--- src/rtl/seq_bus_arb.sv ---
// Fixed-priority sequential bus arbiter with a T1..T4 bus cycle and registered strobes.
// Optional wait states in T2 are enabled by defining SEQ_BUS_WAIT_EN.
module seq_bus_arb #(
    parameter int DMA_PRIO = 1
) (
    input  logic       clk,
    input  logic       res,
    input  logic       fetch_req,
    input  logic       data_req,
    input  logic       data_wr,
    input  logic       dma_req,
    input  logic       wait_n,
    output logic       gnt_fetch,
    output logic       gnt_data,
    output logic       gnt_dma,
    output logic       nmreq,
    output logic       nrd,
    output logic       nwr,
    output logic [2:0] tstate,
    output logic       done
);

    typedef enum logic [2:0] {
        IDLE = 3'd0,
        T1   = 3'd1,
        T2   = 3'd2,
        T3   = 3'd3,
        T4   = 3'd4
    } state_t;

    state_t     state, state_nx;
    logic [2:0] gnt, gnt_nx;        // {fetch, data, dma}
    logic       wr, wr_nx;
    logic       active_nx;
    logic       nmreq_nx, nrd_nx, nwr_nx, done_nx;
    logic       wait_hold;

`ifdef SEQ_BUS_WAIT_EN
    assign wait_hold = ~wait_n;
`else
    logic unused_wait;
    assign wait_hold   = 1'b0;
    assign unused_wait = wait_n;
`endif

    always_comb begin
        state_nx = state;
        gnt_nx   = gnt;
        wr_nx    = wr;
        case (state)
            IDLE, T4: begin
                if (dma_req || data_req || fetch_req) begin
                    state_nx = T1;
                    wr_nx    = 1'b0;
                    if ((DMA_PRIO != 0) && dma_req) begin
                        gnt_nx = 3'b001;
                    end else if (data_req) begin
                        gnt_nx = 3'b010;
                        wr_nx  = data_wr;
                    end else if (fetch_req) begin
                        gnt_nx = 3'b100;
                    end else begin
                        gnt_nx = 3'b001;
                    end
                end else begin
                    state_nx = IDLE;
                    gnt_nx   = '0;
                    wr_nx    = 1'b0;
                end
            end
            T1:      state_nx = T2;
            T2:      state_nx = wait_hold ? T2 : T3;
            T3:      state_nx = T4;
            default: state_nx = IDLE;
        endcase

        // Strobes are derived from the next state so they leave the flops aligned with tstate.
        active_nx = (state_nx == T1) || (state_nx == T2) || (state_nx == T3);
        nmreq_nx  = ~active_nx;
        nrd_nx    = ~(active_nx && !wr_nx);
        nwr_nx    = ~(((state_nx == T2) || (state_nx == T3)) && wr_nx);
        done_nx   = (state_nx == T4);
    end

    always_ff @(posedge clk or posedge res) begin
        if (res) begin
            state <= IDLE;
            gnt   <= '0;
            wr    <= 1'b0;
            nmreq <= 1'b1;
            nrd   <= 1'b1;
            nwr   <= 1'b1;
            done  <= 1'b0;
        end else begin
            state <= state_nx;
            gnt   <= gnt_nx;
            wr    <= wr_nx;
            nmreq <= nmreq_nx;
            nrd   <= nrd_nx;
            nwr   <= nwr_nx;
            done  <= done_nx;
        end
    end

    assign gnt_fetch = gnt[2];
    assign gnt_data  = gnt[1];
    assign gnt_dma   = gnt[0];
    assign tstate    = state;

endmodule

--- config.mk ---
export PLATFORM = sky130hd
export DESIGN_NAME = seq_bus_arb
export DESIGN_NICKNAME = d
export VERILOG_FILES = /design/src/rtl/seq_bus_arb.sv
export SDC_FILE = /design/constraint.sdc
export NUM_CORES = 1
export LEC_CHECK = 0
export CAP_MARGIN = 20
export CORE_MARGIN = 3
export CORE_UTILIZATION = 30
export CTS_BUF_LIST = sky130_fd_sc_hd__clkbuf_4 sky130_fd_sc_hd__clkbuf_8
export DETAILED_ROUTE_END_ITERATION = 12
export GPL_TIMING_DRIVEN = 0
export PLACE_DENSITY = 0.6
export SLEW_MARGIN = 30
export SYNTH_ARGS = -nofsm -noshare
export SYNTH_HDL_FRONTEND = slang
export SYNTH_SLANG_ARGS = --single-unit
--- constraint.sdc ---
create_clock -name clk -period 1.5 [get_ports clk]
set_input_delay 0.3 -clock clk [delete_from_list [all_inputs] [get_ports clk]]
set_output_delay 0.3 -clock clk [all_outputs]
set_load 0.02 [all_outputs]
==> results of run 1 <==
cells in the final DEF (no fill, tap or decap), types with 2 or more instances in the layout:
master           synthesis  final
dfstp_2                  3      3
clkbuf_4                 0      4
clkdlybuf4s50_1          0      6
nand2_1                  2      2
dlygate4sd2_1            0      9
nor2_1                   4      4
dfrtp_1                  8      8
state kept, by name, summed over array words and instances, names as in the netlist:
name,flops
gnt,3
tstate,3
done,1
nmreq,1
nrd,1
nwr,1
wr,1
what timing repair did:
| action | 4_1_cts | 5_1_grt |
|---|---|---|
| gates resized for setup | 9 | 0 |
| endpoints found under the hold margin | 0 | 0 |
| endpoints found under the setup margin | 9 | 0 |
through the flow:
step	cell area, µm²	std cells	util (%)	setup WS, ps	hold slack (ps)
detailed placement	599	62	45.5	7.30	479
floorplan	430	32	-	97.2	150
global placement	599	62	45.5	36.9	462
finish	618	66	46.9	33.1	323
CTS	618	66	46.9	20.3	339
global route	618	66	46.9	0.427	366
path summary, 6_finish.rpt:
check | from | depth (start not counted) | slack, ps | end
max | done | 1 | 30 | done
max reg2reg | tstate[1] | 5 | 130 | nrd
min | res | 2 | 320 | gnt[2]
max in group asynchronous | res | 2 | 870 | nrd
min reg2reg | gnt[1] | 1 | 480 | gnt[1]
min in group clk | gnt[1] | 1 | 480 | gnt[1]
logic make-up (layout without fill, tap and decap cells):
| group | after synthesis | count (layout) | share of synthesized area [%] |
|---|---|---|---|
| buf+inv | 3 | 22 | 4.65 |
| mux | 1 | 1 | 2.62 |
| xor+xnor | 1 | 1 | 2.04 |
| simple gates | 11 | 11 | 14.5 |
| compound gates | 5 | 5 | 11.3 |
| flops | 11 | 11 | 64.8 |
power by group through the flow:
stage	clock network (mW)	logic, mW	registers [mW]
detailed placement	0	0.743	0.554
finish	0.203	0.653	0.542
CTS	0.212	0.666	0.545
global placement	0	0.733	0.548
global route	0.227	0.711	0.560
floorplan	0	0.272	0.709
layout make-up:
type                    count  area (µm²)
fillers                   120         699
clock buffers               4        30.0
repair buffers             15         139
well taps                  15        18.8
inverters                   1        3.75
plain buffers               2        16.3
multi-input cells          18         131
flip-flops and latches     11         279
routing by layer:
metal / vias up / wire, µm
met2: 10 / 331
met5: - / 0
li1: 149 / -
met3: 0 / 74
met4: 0 / 0
met1: 139 / 330
==> results.toml, run 1 <==
[sta]
maxSlewViolCount = 0
tns_ps = 0
grt_setup_unrepaired = "false"
slew_headroom_pct = 74.8
hold_violations = 0
fin_skew_ps = 1.37
setup_violations = 0
fin_crit_sh_pct = 97.8
period_needed_ps = 1470
worstMarginPinSlew_ps = 378
fmax_mhz = 682

[route]
vias_per_cell = 4.52
num_vias = 298
wire_per_inst_um = 11.2
drtAntennaViolNets = 0
wl_um = 736
drc_errors = 0
drt_iter0_markers = 0
drt_first_pass_iters = 1

[global_routing]
gr-usage-met1_pct = 10.6
grt_pass1_wl_mm = 1.29
grt.busiest_layer = "met2"
gr-usage-met2_pct = 14.8
overflow = 0
antenna_found_initial = 0
met3_usage_pct = 4.56
grt_max_degree = 12
grt_pass1_vias = 307
grt.total_usage_pct = 9.56

[synthesis]
syn_area_per_cell_um2 = 13.5
ys_warn_count = 0
synth_edf_count = 0
synth.distinct_cells = 19
syn_inst = 32
ys.flop_type = "dfrtp_1"
synth.net_count = 39
ys_ff_latch = 11
yosys-top-cells-count = "8 x dfrtp_1, 4 x nor2_1, 3 x dfstp_2"
synth.top_cell.area_share_pct = 46.5
synth.most_common_cell = "dfrtp_1"
yosys.area.top_type = "dfrtp_1"
synthArstFlopShare_pct = 100
synth-seq-area-share_pct = 64.8
netlist_area_um2 = 430
synth.area.top_cells = "dfrtp_1 47%, dfstp_2 18%, a22o_4 4.1%"

[worst_setup_path]
crit_path_cell_trace = "clkdlybuf4s50_1"
cpMaxStageDelayCell = "clkdlybuf4s50_1"
path_max_fanout = 1
path_class = "flip-flop to output port"
critPathCaptureType = "output port"
crit_buf_inv = 1
worstPathRequired_ps = 1200
setup.worst_path.start_class = "flip-flop"
max_stage_delay_ps = 590
crit_arrival_ps = 1170
critPathTopFamily = "buffers and inverters"

[power]
seqPwrFrac_pct = 38.8
p_int_uw = 878
power_mw = 1.40
peakVddDrop_mv = 1.09
p_switching_uw = 521
combPwrFrac_pct = 46.7
power.leakage_nw = 0.293
power_density_nw_per_um2 = 2260
sw_frac_of_total_pct = 37.3
clkPwrFrac_pct = 14.5

[die]
coreArea_um2 = 1320
start_util_pct = 32.7
die_w_um = 43.9
die_h_um = 43.9
boundaryPins = 17
num_rows = 13
dieArea_um2 = 1930

[hold_path]
hold_path.class = "input pin to asynchronous set/reset pin"

[layout]
final_nets = 59
drive_above_1_share_pct = 23.5
area_delta_synth_final_pct = 43.6
diodes = 0

[clock_tree]
cts_sinks = 11
cts_setup_buffers = 0
cts_tree = "done"
cts.path.max_buffers = 2
clk_transition_reported_paths_ps = 60
numCtsBuffers = 3
worstSkewPairLatency_ps = 250
htreeDepth = 1
ctsHoldBuffers = 0
cts_root_buf = "clkbuf_4"

[run]
max_cap_viol_count = 0

[placement]
port_buffers = 15
gp_congestion = 0.700
dp_hpwl_um = 600

[run_status]
status = "complete, no violations"
No activity file was read; power rests on OpenSTA's default activity.
==> run 2: changes to the inputs <==
Settings changed: SLEW_MARGIN 30 to default.
==> results of run 2 <==
Final layout, timing and power as in run 1 (identical DEF).
